### config.mk
export PLATFORM = sky130hd
export DESIGN_NAME = qduc_ctrl
export DESIGN_NICKNAME = d
export VERILOG_FILES = /design/src/rtl/qduc_ctrl.sv
export SDC_FILE = /design/constraint.sdc
export NUM_CORES = 1
export LEC_CHECK = 0
export CAP_MARGIN = 40
export CELL_PAD_IN_SITES_DETAIL_PLACEMENT = 1
export CELL_PAD_IN_SITES_GLOBAL_PLACEMENT = 1
export CORE_ASPECT_RATIO = 1.2
export CORE_MARGIN = 8
export CORE_UTILIZATION = 37
export CTS_CLUSTER_DIAMETER = 120
export CTS_CLUSTER_SIZE = 8
export DETAILED_ROUTE_END_ITERATION = 16
export PLACE_DENSITY_LB_ADDON = 0.1
export SLEW_MARGIN = 0
export SYNTH_ARGS = -nofsm -noshare
export SYNTH_HDL_FRONTEND = slang
export SYNTH_SLANG_ARGS = --single-unit
### constraint.sdc
create_clock -name clk -period 2.2 [get_ports clk]
set_input_delay 0.44 -clock clk [delete_from_list [all_inputs] [get_ports clk]]
set_output_delay 0.44 -clock clk [all_outputs]
set_load 0.02 [all_outputs]
### src/rtl/qduc_ctrl.sv
// Configuration sequencer for the quadrature DUC: shadows one request, commits it on a
// CIC stage-1 rate boundary (or on timeout), and runs flush/mute around disruptive changes.
module qduc_ctrl #(
  parameter int FSZ           = 31,
  parameter int CNT_W         = 16,
  parameter int FLUSH_CYCLES  = 128,
  parameter int SETTLE_CYCLES = 256,
  parameter int TIMEOUT       = 1024
) (
  input  logic           clk,
  input  logic           reset,
  input  logic           cfg_valid,
  output logic           cfg_ready,
  input  logic [FSZ-1:0] cfg_freq,
  input  logic           cfg_dir,
  input  logic           cfg_ns_en,
  input  logic           cfg_iq_swap,
  input  logic           cfg_tuner_byp,
  input  logic           rate_strobe,
  output logic [FSZ-1:0] lo_freq,
  output logic           lo_dir,
  output logic           lo_ns_en,
  output logic           iq_swap,
  output logic           tuner_byp,
  output logic           dp_reset,
  output logic           mute,
  output logic           busy,
  output logic           timeout_flag,
  output logic [7:0]     apply_cnt
);

  typedef enum logic [1:0] {
    S_IDLE       = 2'd0,
    S_WAIT_BOUND = 2'd1,
    S_FLUSH      = 2'd2,
    S_SETTLE     = 2'd3
  } state_t;

  localparam logic [CNT_W-1:0] FLUSH_LAST   = CNT_W'(FLUSH_CYCLES - 1);
  localparam logic [CNT_W-1:0] SETTLE_LAST  = CNT_W'(SETTLE_CYCLES - 1);
  localparam logic [CNT_W-1:0] TIMEOUT_LAST = CNT_W'(TIMEOUT - 1);

  state_t           state, state_nx;
  logic [CNT_W-1:0] cnt, cnt_nx;

  logic [FSZ-1:0]   sh_freq;
  logic             sh_dir;
  logic             sh_ns_en;
  logic             sh_iq_swap;
  logic             sh_tuner_byp;

  logic             capture;
  logic             commit;
  logic             forced;
  logic             disruptive;

  // Handshake: a request transfers on a rising edge where cfg_valid && cfg_ready are both
  // high; cfg_ready is high only in IDLE, so at most one request is ever in flight and the
  // cfg_* bus is don't-care whenever cfg_ready is low.
  assign disruptive = (sh_tuner_byp != tuner_byp) || (sh_dir != lo_dir);

  always_comb begin
    state_nx = state;
    cnt_nx   = cnt;
    capture  = 1'b0;
    commit   = 1'b0;
    forced   = 1'b0;
    case (state)
      S_IDLE: begin
        if (cfg_valid && cfg_ready) begin
          capture  = 1'b1;
          cnt_nx   = '0;
          state_nx = S_WAIT_BOUND;
        end
      end
      S_WAIT_BOUND: begin
        cnt_nx = cnt + CNT_W'(1);
        // A boundary strobe always wins over the timeout in the same cycle.
        if (rate_strobe) begin
          commit = 1'b1;
        end else if (cnt == TIMEOUT_LAST) begin
          commit = 1'b1;
          forced = 1'b1;
        end
        if (commit) begin
          cnt_nx   = '0;
          state_nx = disruptive ? S_FLUSH : S_IDLE;
        end
      end
      S_FLUSH: begin
        if (cnt == FLUSH_LAST) begin
          cnt_nx   = '0;
          state_nx = S_SETTLE;
        end else begin
          cnt_nx = cnt + CNT_W'(1);
        end
      end
      S_SETTLE: begin
        if (cnt == SETTLE_LAST) begin
          cnt_nx   = '0;
          state_nx = S_IDLE;
        end else begin
          cnt_nx = cnt + CNT_W'(1);
        end
      end
      default: begin
        cnt_nx   = '0;
        state_nx = S_FLUSH;
      end
    endcase
  end

  // Status outputs are registered from the next state so they line up with the state.
  always_ff @(posedge clk) begin
    if (!reset) begin
      state        <= S_FLUSH;
      cnt          <= '0;
      sh_freq      <= '0;
      sh_dir       <= 1'b0;
      sh_ns_en     <= 1'b0;
      sh_iq_swap   <= 1'b0;
      sh_tuner_byp <= 1'b0;
      lo_freq      <= '0;
      lo_dir       <= 1'b0;
      lo_ns_en     <= 1'b0;
      iq_swap      <= 1'b0;
      tuner_byp    <= 1'b1;
      dp_reset     <= 1'b1;
      mute         <= 1'b1;
      busy         <= 1'b1;
      cfg_ready    <= 1'b0;
      timeout_flag <= 1'b0;
      apply_cnt    <= 8'd0;
    end else begin
      state <= state_nx;
      cnt   <= cnt_nx;
      if (capture) begin
        sh_freq      <= cfg_freq;
        sh_dir       <= cfg_dir;
        sh_ns_en     <= cfg_ns_en;
        sh_iq_swap   <= cfg_iq_swap;
        sh_tuner_byp <= cfg_tuner_byp;
      end
      if (commit) begin
        lo_freq   <= sh_freq;
        lo_dir    <= sh_dir;
        lo_ns_en  <= sh_ns_en;
        iq_swap   <= sh_iq_swap;
        tuner_byp <= sh_tuner_byp;
        apply_cnt <= apply_cnt + 8'd1;
      end
      if (forced) begin
        timeout_flag <= 1'b1;
      end
      cfg_ready <= (state_nx == S_IDLE);
      busy      <= (state_nx != S_IDLE);
      dp_reset  <= (state_nx == S_FLUSH);
      mute      <= (state_nx == S_FLUSH) || (state_nx == S_SETTLE);
    end
  end

endmodule

# Word level (Yosys, flattened, before mapping)
# Index checks and enable logic that the tools add are counted.
dict set report totals {
  regBits 101
  latchBits 0
  ramBits 0
  romBits 0
  in_bits 39
  output_inout_bits 48
  wordCells 56
  memories 0
}
dict set report op_classes {
  n_addsub 2
  n_mul 0
  div_mod_pow 0
  magnitude_cmp 0
  eq_ne 11
  shift 0
  mux 19
  n_bitwise 0
  n_reduce_logical 6
}
# cell count
set op_table {}
lappend op_table {{$mux 16} 4}
lappend op_table {{$pmux 16 s4} 1}
lappend op_table {{$add 16x1->16 const B} 1}
lappend op_table {{$eq 16x10->1 const B} 1}
lappend op_table {{$eq 16x7->1 const B} 1}
lappend op_table {{$eq 16x8->1 const B} 1}
lappend op_table {{$mux 2} 5}
lappend op_table {{$add 8x1->8 const B} 1}
lappend op_table {{$eq 2x2->1 const B} 4}
lappend op_table {{$mux 1} 8}
lappend op_table {{$pmux 2 s4} 1}
lappend op_table {{$logic_not 2->1} 2}
lappend op_table {{$eq 2x1->1 const B} 1}
lappend op_table {{$logic_or 1x1->1} 2}
lappend op_table {{$ne 1x1->1} 2}
lappend op_table {{$ne 2x2->1 const B} 1}
lappend op_table {{$reduce_bool 2->1} 1}
lappend op_table {{$logic_and 1x1->1} 1}

# Depth between registers and ports, before layout
dict set report logic_depth {
  ltp_word 8
  depth_mapped 8
}

# Least setup slack after synthesis
# OpenSTA, ideal clock, no wires.
dict set report synth_timing {
  kind {flip-flop to flip-flop}
  startpoint {register cnt[0]}
  endpoint {register cnt[0]}
  setup_ns 0.121
  t_arrival_ns 1.941
  path_slack_ns 0.138
  stages_incl_launch_ff 8
  n_path_buf 1
  cell_sequence {dfxtp_1 ha_1 nor4b_4 nand4_2 and3_4 buf_6 o311a_1 mux2_2}
}
dict set report synth_via {
  elab_chain_len 6
  word_cells_on_any_way 11
  classes_between {add/sub (1); eq/ne (3); mux (7)}
}
# element line
set synth_lines {}
lappend synth_lines {{start: declaration} 44} ;# logic [CNT_W-1:0] cnt, cnt_nx;
lappend synth_lines {{start signal: assignment} 136} ;# cnt <= cnt_nx;
lappend synth_lines {{parallel branches: the longest is 5 deep, another holds $add 16x1->16} -}
lappend synth_lines {{$pmux 16 s4 *} 68} ;# case (state)
# Mark *: on every way between the ends. The select of a mux whose other input is x is not followed.
# A chain may end at the register's enable or synchronous reset.

# Final worst setup path
dict set report layout_timing {
  startpoint {register mute}
  endpoint {output port mute}
}
# element line
set layout_rtl {}
lappend layout_rtl {{start: declaration} 26} ;# output logic mute,
lappend layout_rtl {{start signal: assignment} 158} ;# mute <= (state_nx == S_FLUSH) || (state_nx == S_SETTLE);
# No word-level cell between the ends.

==> impl_metrics.yaml <==
outcome:
  status: "completed"
setup_path:
  critical_path.endpoint: "mute"
  path_buf_inv: 1
  reg2reg_slack_ns: 0.15
  cp_slowest_stage_delay_ns: 0.70
  required_ns: 1.76
  reg2reg_from: "cnt[0]"
  path_max_fanout: 13
  reg2reg_to: "busy"
  startpoint: "mute"
  cp_cell_sequence: "clkdlybuf4s50_1"
  end_kind: "output pin"
  critPathLaunchType: "flip-flop"
  crit_type: "flip-flop to output pin"
  crit_family: "buffers and inverters"
  cp.arrival_ns: 1.63
  slowest_stage: "clkdlybuf4s50_1"
  rr_worst_depth: 7
  cp_num_cells: 1
floorplanning:
  die_x_um: 112
  core_area_um2: 10900
  die_h_um: 131
  rows: 42
  die-area_um2: 14600
  start_util: 0.374
  io_pins: 87
cts:
  cts_tree: "yes"
  cts.sinks: 100
  cts_buffer_depth: 2
  cts-resized-gates: 0
  clk_latency_ns: 0.34
  cts-root-buf: "clkbuf_16"
  cts_max_level: 3
  cts_buffers: 9
  path_clk_slew_ns: 0.07
finish:
  syn2layout_area_growth_pct: 33.7
  nets: 596
  antennaDiodeCount: 0
  layout-drive-gt1-share: 0.0732
  utilization: 0.500
  fillers: 1247
place:
  post-place-ws_ns: 0.0704
  port_buffers: 86
  place_congestion: 0.781
  hpwlAfterDp_um: 7870
global_routing:
  overflow: 0
  antenna_found_initial: 0
  grt_max_degree: 37
  grt_pass1_wl_um: 18600
  grt_usage: 0.157
  grt_pass1_vias: 3828
synthesis:
  netlist_instances: 472
  synth_cell_types: 46
  yosysMostFrequentCell: "nand2_1"
  ys_seq_area_frac: 0.492
  synth_top_flop_cell: "dfxtp_1"
  synth_area_um2: 4070
  netlist.area_leader.share: 0.492
  async_flop_share: 0
  yosys_warnings: 0
  postSynthAreaPerCell_um2: 8.63
  synth_area_leaders: "dfxtp_1, nand2_1, a21boi_0, xor2_1, a21boi_1"
  ys_seq_elements: 100
  ys_top_cells_by_count: "nand2_1, dfxtp_1, a21boi_0"
  synth_edf_count: 0
  synth_nets: 513
  yosys.area.top_type: "dfxtp_1"
flow_run:
  cap_violations: 0
worst_hold_path:
  hold_path.class: "flip-flop to flip-flop"
  holdPathStages: 2
route:
  drtIter0Drc: 107
  drt-pass1-iter-count: 6
  wl_um: 11100
  via_per_inst: 5.09
  drc: 0
  ant_nets: 0
  wire_per_inst_um: 16.0
  vias: 3522
sta:
  min_period_ns: 2.07
  slew_headroom: 0.699
  fin_skew_ns: 0.00694
  layout_setup_ws_ns: 0.133
  finalMaxSlewViolations: 0
  tightest_slew_ns: 0.451
  finalSetupTns_ns: 0
  period_share: 0.940
  hold_viol_final: 0
  rsz0062_at_grt: "no"
  setup_viol: 0
  fmax_mhz: 484
power_and_ir_drop:
  vdd_drop_max_uv: 404
  leakagePower_nw: 1.85
  power_density_nw_per_um2: 658
-- how the worst min path moves through the flow --
stage	start	to	slack, ns
floorplan	sh_iq_swap	iq_swap	0.43
global placement	sh_freq[21]	lo_freq[21]	0.43
detailed placement	sh_freq[7]	lo_freq[7]	0.45
CTS	sh_freq[7]	lo_freq[7]	0.46
global route	sh_freq[7]	lo_freq[7]	0.47
finish	sh_freq[7]	lo_freq[7]	0.46
-- state kept, by name (all words and copies together) (netlist names), 8 cells and up --
name       cells
sh_freq       31
apply_cnt      8
lo_freq       31
cnt           16
-- placed cells by master (no fill, tap or decap), types with 3 or more instances in the layout --
cell             synthesis  routed
nand4_1                  8       8
xnor2_1                  7       7
buf_4                    0       9
nor2_1                  22      21
buf_12                   0       4
nand2_1                152     152
nand3_1                 13      12
o21ai_0                  3       3
xor2_1                  14      14
a21boi_0                59      59
nor3_1                   4       4
inv_1                    4       4
clkdlybuf4s50_1          0      85
a21boi_1                12      12
and2_1                   8       8
clkbuf_16                0       9
dfxtp_1                100     100
-- layer usage --
| metal | routed length, um | track usage | part of all wire | up-vias |
|---|---|---|---|---|
| met3 | 510 | 0.0478 | 0.046 | 12 |
| met5 | 0 | 0 | 0 | - |
| met1 | 4900 | 0.175 | 0.44 | 1710 |
| li1 | - | - | - | 1740 |
| met4 | 129 | 0.0548 | 0.012 | 0 |
| met2 | 5540 | 0.278 | 0.50 | 60 |
-- what timing repair did --
action,4_1_cts,5_1_grt
endpoints found under the setup margin,0,41
hold buffers,0,0
buffers inserted,0,2
-- report_power, final --
group          total [mW]  switching [mW]  internal (mW)  leakage [nW]
sequential           1.82         0.00494           1.81         0.806
clock                1.62           0.695          0.921         0.145
combinational       0.146          0.0521         0.0937         0.895
total                3.58           0.752           2.83          1.85
-- per-stage QoR --
| step | power (mW) | area (um2) | hold WS [ns] | instances |
|---|---|---|---|---|
| 3_5_place_dp | 2.01 | 5120 | 0.448 | 674 |
| 5_1_grt | 3.71 | 5440 | 0.471 | 692 |
| 4_1_cts | 3.63 | 5430 | 0.459 | 690 |
| 3_3_place_gp | 2.00 | 5120 | 0.435 | 674 |
| 6_report | 3.58 | 5440 | 0.456 | 692 |
| 2_1_floorplan | 1.91 | 4070 | 0.431 | 472 |
-- area by class of cell --
| cell class | instances | area [um2] | area share |
|---|---|---|---|
| Tap cell | 132 | 165 | 0.0303 |
| Sequential cell | 100 | 2000 | 0.368 |
| Clock inverter | 6 | 71.3 | 0.0131 |
| Multi-Input combinational cell | 341 | 1950 | 0.358 |
| Timing Repair Buffer | 99 | 1000 | 0.184 |
| Inverter | 4 | 15.0 | 0.00276 |
| Clock buffer | 10 | 239 | 0.0439 |
-- cells by family after synthesis --
| logic type | synth area share |
|---|---|
| AND/OR/NAND/NOR | 0.251 |
| flip-flops | 0.492 |
| AO/OA/AOI/OAI | 0.170 |
| buffers and inverters | 0.0329 |
| XOR/XNOR | 0.0452 |
| adder cells (fa/ha/maj) | 0.00615 |
| multiplexers | 0.00277 |
No activity file was read; power rests on OpenSTA's default activity.
==> RTL edit 1: new RTL, same settings <==
Reset style: asynchronous (`reset`), changed in one clocked block.
--- a/src/rtl/qduc_ctrl.sv
+++ b/src/rtl/qduc_ctrl.sv
@@ -111,7 +111,7 @@
   end
 
   // Status outputs are registered from the next state so they line up with the state.
-  always_ff @(posedge clk) begin
+  always_ff @(posedge clk or negedge reset) begin
     if (!reset) begin
       state        <= S_FLUSH;
       cnt          <= '0;
Function: same outputs for any inputs over 10 cycles, from zero or initial values and one cycle with reset low; that may be too few to reach the edited logic, so the function may still have changed.
==> RTL edit 1 against the unedited design <==
- wire length fell by 15%
- final area rose by 2.0%
- sequential cell count did not move
- clock power rose by 8%
- largest power group unchanged
- global-route usage fell by 2.2 points
- setup slack improved by 2.8 ps
- total power rose by 3.3%
- highest routed layer unchanged
- synthesized area rose by 3.0%
- worst hold slack got worse by 410 ps
==> RTL edit 1: results (changes against the unedited design) <==
status finished clean (unchanged); nets 439 (was 596); number of inserted filler cells in the final layout 1,142 (was 1,247); final antenna diode count 0 (unchanged); average wire per cell in the routed design 17.68 um (was 16.01 um); number of buffers inserted for hold repair after clock tree synthesis 0 (unchanged); vias in the first global route 3,107 (was 3,828); data arrival time of the worst path 2290 ps (was 1630 ps); Pleak 0.002512 uW (was 0.001846 uW); pin count of the biggest net entering global routing 45 (was 37); clk buf depth 2 (unchanged); worst slew pin tran 603.3 ps (was 450.6 ps); sequential-to-total area share from yosys stat 0.5977 (was 0.4917); critical-path maximum fanout 44 (was 13); top cells by count, synth sky130_fd_sc_hd__dfrtp_1 (96), sky130_fd_sc_hd__mux2_2 (71), sky130_fd_sc_hd__nor2_1 (22), sky130_fd_sc_hd__xnor2_1 (16), sky130_fd_sc_hd__nand2_1 (12) (was sky130_fd_sc_hd__nand2_1 (152), sky130_fd_sc_hd__dfxtp_1 (100), sky130_fd_sc_hd__a21boi_0 (59), sky130_fd_sc_hd__nor2_1 (22), sky130_fd_sc_hd__clkbuf_1 (18)); largest registers lo_freq: 31 flops, sh_freq: 31 flops, cnt: 16 flops (unchanged); multiplexer share of the synthesized area 0.1906 (was 0.002766); count of vias placed by the detailed router 2,746 (was 3,522); adder and majority cell fraction of the synthesized area 0.005965 (was 0.006146); slowest CP cell sky130_fd_sc_hd__dfrtp_1 (was sky130_fd_sc_hd__clkdlybuf4s50_1); fraction of registers with async set/reset 1.000 (was 0); complex-gate fraction of the synthesized area 0.04146 (was 0.1703); number of CTS-inserted buffers 9 (unchanged); most area-consuming cells after synthesis sky130_fd_sc_hd__dfrtp_1 (57%), sky130_fd_sc_hd__mux2_2 (19%), sky130_fd_sc_hd__xnor2_1 (3.3%) (was sky130_fd_sc_hd__dfxtp_1 (49%), sky130_fd_sc_hd__nand2_1 (14%), sky130_fd_sc_hd__a21boi_0 (11%)); global-route usage over all layers 0.1343 (was 0.1565); Distinct cells, synth 43 (was 46); clock-pin transition on the worst setup and hold timing paths 70 ps (about the same); post-cts gate resize count 0 (unchanged); type of the worst min-delay path primary input to asynchronous set/reset pin (was flip-flop to flip-flop); latest clock arrival within the worst-skew pair 340 ps (about the same); Critical Path Max Stage Delay 440 ps (was 700 ps); number of I/O port buffers 86 (unchanged); parity-gate share of the synthesized area counting xor and xnor cells 0.04593 (was 0.04518); clock root cell sky130_fd_sc_hd__clkbuf_16 (unchanged); global-route wire length before repair 15,980 um (was 18,640 um); number of antenna violations at the first check in global routing 0 (unchanged); post-CTS setup buffer count 0 (unchanged); number of DRC violations after detailed-routing iteration 0 57 (was 107); number of optimization iterations in the first detailed-route pass 4 (was 6); setup clock skew after layout 12.09 ps (was 6.943 ps); Post-DP HPWL 6762 um (was 7873 um); # H-tree levels 3 (unchanged); routability congestion estimate from global placement 0.7317 (was 0.7809); share of cells above drive strength 1 0.2754 (was 0.07321); worst voltage drop across the vdd grid 494.9 uV (was 403.9 uV); Warnings, synthesis 0 (unchanged); Post-Synthesis Net Count 346 (was 513); ys flop type sky130_fd_sc_hd__dfrtp_1 (was sky130_fd_sc_hd__dfxtp_1)
RTL edit 1: cell types whose count changed in the layout (fill, tap and decap cells not counted), sizes merged, moves of 4 or more:
cell	change
dfxtp	-100
buf	-4
nand3	-8
and2	-6
mux2	+70
xor2	-8
xnor2	+9
a21oi	+6
nand2	-140
dfrtp	+96
dfstp	+4
a21boi	-71
RTL edit 1: stage by stage:
step	setup WS (ps)	instance area [um^2]	instances	hold WS [ps]	utilization
finish	135.8	5552	535	50.93	0.5031
global placement	111.2	5218	519	427.6	0.4728
floorplan	284.1	4195	305	144.4	-
detailed placement	91.62	5218	519	434.8	0.4728
global route	43.02	5552	535	92.01	0.5031
CTS	139.7	5552	535	66.62	0.5031
RTL edit 1: per-layer routing:
layer,up-vias,GRT usage,routed length (um)
met3,9,0.04779,649
met1,1429,0.1509,3845
met5,-,0,0
met2,54,0.2237,4791
met4,0,0.06009,171
li1,1254,-,-
RTL edit 1: report_power, final:
| part | switching, uW | total [uW] | internal [uW] | leakage (uW) |
|---|---|---|---|---|
| combinational | 47.0 | 112 | 64.5 | 0.000991 |
| sequential | 0 | 1840 | 1840 | 0.00136 |
| clock | 709 | 1750 | 1040 | 0.000157 |
RTL edit 1: final timing paths:
check | start | to | slack (ps) | depth (start not counted)
max | cnt[0] | lo_freq[27] | 140 | 6
min | reset | apply_cnt[3] | 50 | 1
max reg2reg | cnt[0] | lo_freq[27] | 140 | 6
min reg2reg | apply_cnt[7] | apply_cnt[7] | 470 | 1
max in group asynchronous | reset | tuner_byp | 1490 | 2
min in group clk | apply_cnt[7] | apply_cnt[7] | 470 | 1
RTL edit 1: critical path: cells and delay by family (launching register included):
kind | cells | cell delay, ps
AND/OR/NAND/NOR | 2 | 440
buffers and inverters | 1 | 240
AO/OA/AOI/OAI | 1 | 200
flip-flops | 1 | 440
multiplexers | 1 | 380
adder cells (fa/ha/maj) | 1 | 200
RTL edit 1: layout make-up:
class / instances / share of cell area
timing repair buffer: 95 / 0.1735
multi-input combinational: 187 / 0.2815
sequential: 100 / 0.4517
clock inverter: 6 / 0.01713
inverter: 5 / 0.003381
tap: 132 / 0.02975
clock buffer: 10 / 0.04305
RTL edit 1: cells by family after synthesis:
| family | Yosys count |
|---|---|
| compound gates | 24 |
| mux | 71 |
| xor+xnor | 22 |
| fa+ha+maj | 2 |
| simple gates | 68 |
| flops | 100 |
| buf+inv | 18 |
==> RTL edit 2: new RTL, same flow settings <==
Without the edit above. Change the parameter `FSZ` from 31 to 62.
--- a/src/rtl/qduc_ctrl.sv
+++ b/src/rtl/qduc_ctrl.sv
@@ -1,7 +1,7 @@
 // Configuration sequencer for the quadrature DUC: shadows one request, commits it on a
 // CIC stage-1 rate boundary (or on timeout), and runs flush/mute around disruptive changes.
 module qduc_ctrl #(
-  parameter int FSZ           = 31,
+  parameter int FSZ           = 62,
   parameter int CNT_W         = 16,
   parameter int FLUSH_CYCLES  = 128,
   parameter int SETTLE_CYCLES = 256,
Interface: changed (resized cfg_freq and lo_freq); port bits go from 87 to 149. The function was not compared with the original's and may differ.
==> RTL edit 2 against the unedited design <==
- synthesized cell count increased by 59%
- synthesized area rose by 48%
- first-iteration DRC count grew to 2.7 times the old value
- sequential cell count is 62 higher
- setup slack got worse by 13 ps
- final area increased by 56%
- total power is 82% higher
- wire length grew 70%
==> RTL edit 2: results (changes against the unedited design) <==
routability congestion estimate from global placement 0.7992 (was 0.7809); count of vias placed by the detailed router 5,600 (was 3,522); pin count of the biggest net entering global routing 74 (was 37); met3 Usage GRT 0.05799 (was 0.04782); latest clock arrival within the worst-skew pair 420 ps (was 340 ps); global-route usage over all layers 0.1813 (was 0.1565); slack of the worst reg-to-reg path 120 ps (was 150 ps); Distinct cells, synth 51 (was 46); endpoint of the most critical setup path busy (was mute); worst-case reg-to-reg path depth 6 (was 7); status finished clean (unchanged); relative contribution of sequential cells to total power 0.452 (was 0.508); worst hold slack 454.1 ps (was 456.2 ps); most area-consuming cells after synthesis sky130_fd_sc_hd__dfxtp_1 (54%), sky130_fd_sc_hd__nand2_1 (18%), sky130_fd_sc_hd__a21oi_1 (12%) (was sky130_fd_sc_hd__dfxtp_1 (49%), sky130_fd_sc_hd__nand2_1 (14%), sky130_fd_sc_hd__a21boi_0 (11%)); power per cell area 765.2 nW/um^2 (was 657.7 nW/um^2); nets 963 (was 596); setup clock skew after layout 11.22 ps (was 6.943 ps); GRT met1 Usage 0.1947 (was 0.1747); CP Launch Point cnt[10] (was mute); worst slew pin tran 743.6 ps (was 450.6 ps); met3 wirelength from detailed routing 947 um (was 510 um); Setup WS post-layout 119.8 ps (was 133.0 ps); power consumed by the clock network 3350 uW (was 1620 uW); global-route wire length before repair 30,110 um (was 18,640 um); number of CTS-inserted buffers 17 (was 9); post-place instance area 7777 um^2 (was 5119 um^2); number of DRC violations after detailed-routing iteration 0 286 (was 107); worst voltage drop across the vdd grid 487.3 uV (was 403.9 uV); internal power 5220 uW (was 2828 uW); count of mapped cells out of synthesis 751 (was 472); largest registers lo_freq: 62 flops, sh_freq: 62 flops, cnt: 16 flops (was lo_freq: 31 flops, sh_freq: 31 flops, cnt: 16 flops); data arrival time of the worst path 2390 ps (was 1630 ps); post-detailed-route via-to-cell ratio 5.022 (was 5.090); Post-Synthesis Net Count 823 (was 513)
RTL edit 2: worst min path at each step:
| stage | cells past startpoint | start | endpoint |
|---|---|---|---|
| detailed placement | 2 | sh_freq[19] | lo_freq[19] |
| global placement | 2 | sh_freq[58] | lo_freq[58] |
| floorplan | 2 | sh_freq[14] | lo_freq[14] |
| CTS | 2 | sh_freq[12] | lo_freq[12] |
| finish | 2 | sh_freq[19] | lo_freq[19] |
| global route | 2 | sh_freq[16] | sh_freq[16] |
RTL edit 2: final cells by class:
cell class              instances  area [um^2]
clock buffers                  18        439.2
inverters                       6        25.02
multi-input cells             535         2579
fillers                      1939         7575
flip-flops and latches        162         3243
clock inverters                13        231.5
well taps                     212        265.3
repair buffers                169         1723
RTL edit 2: critical path: stages (launching register included):
cell                       delay, ps
sky130_fd_sc_hd__dfxtp_1         360
sky130_fd_sc_hd__or4_4           550
sky130_fd_sc_hd__nor4_4          320
sky130_fd_sc_hd__buf_4           170
sky130_fd_sc_hd__mux2i_1         200
sky130_fd_sc_hd__a211oi_2        110
sky130_fd_sc_hd__or2_1           240
RTL edit 2: logic make-up (layout without fill, tap and decap cells):
group	count (synthesis)	after routing	share of synthesized area
AOI/OAI and AO/OA	166	166	0.1519
and+or+nand+nor	350	350	0.2422
xor gates and xnor gates	10	10	0.01453
muxes	7	7	0.01162
adders and majority gates	2	2	0.004150
buffers and inverters	54	206	0.03757
DFF	162	162	0.5380
RTL edit 2: what timing repair did:
| action | in CTS | in global routing |
|---|---|---|
| setup buffers | 0 | 3 |
| setup endpoints to repair | 0 | 31 |
| resized for setup | 0 | 2 |
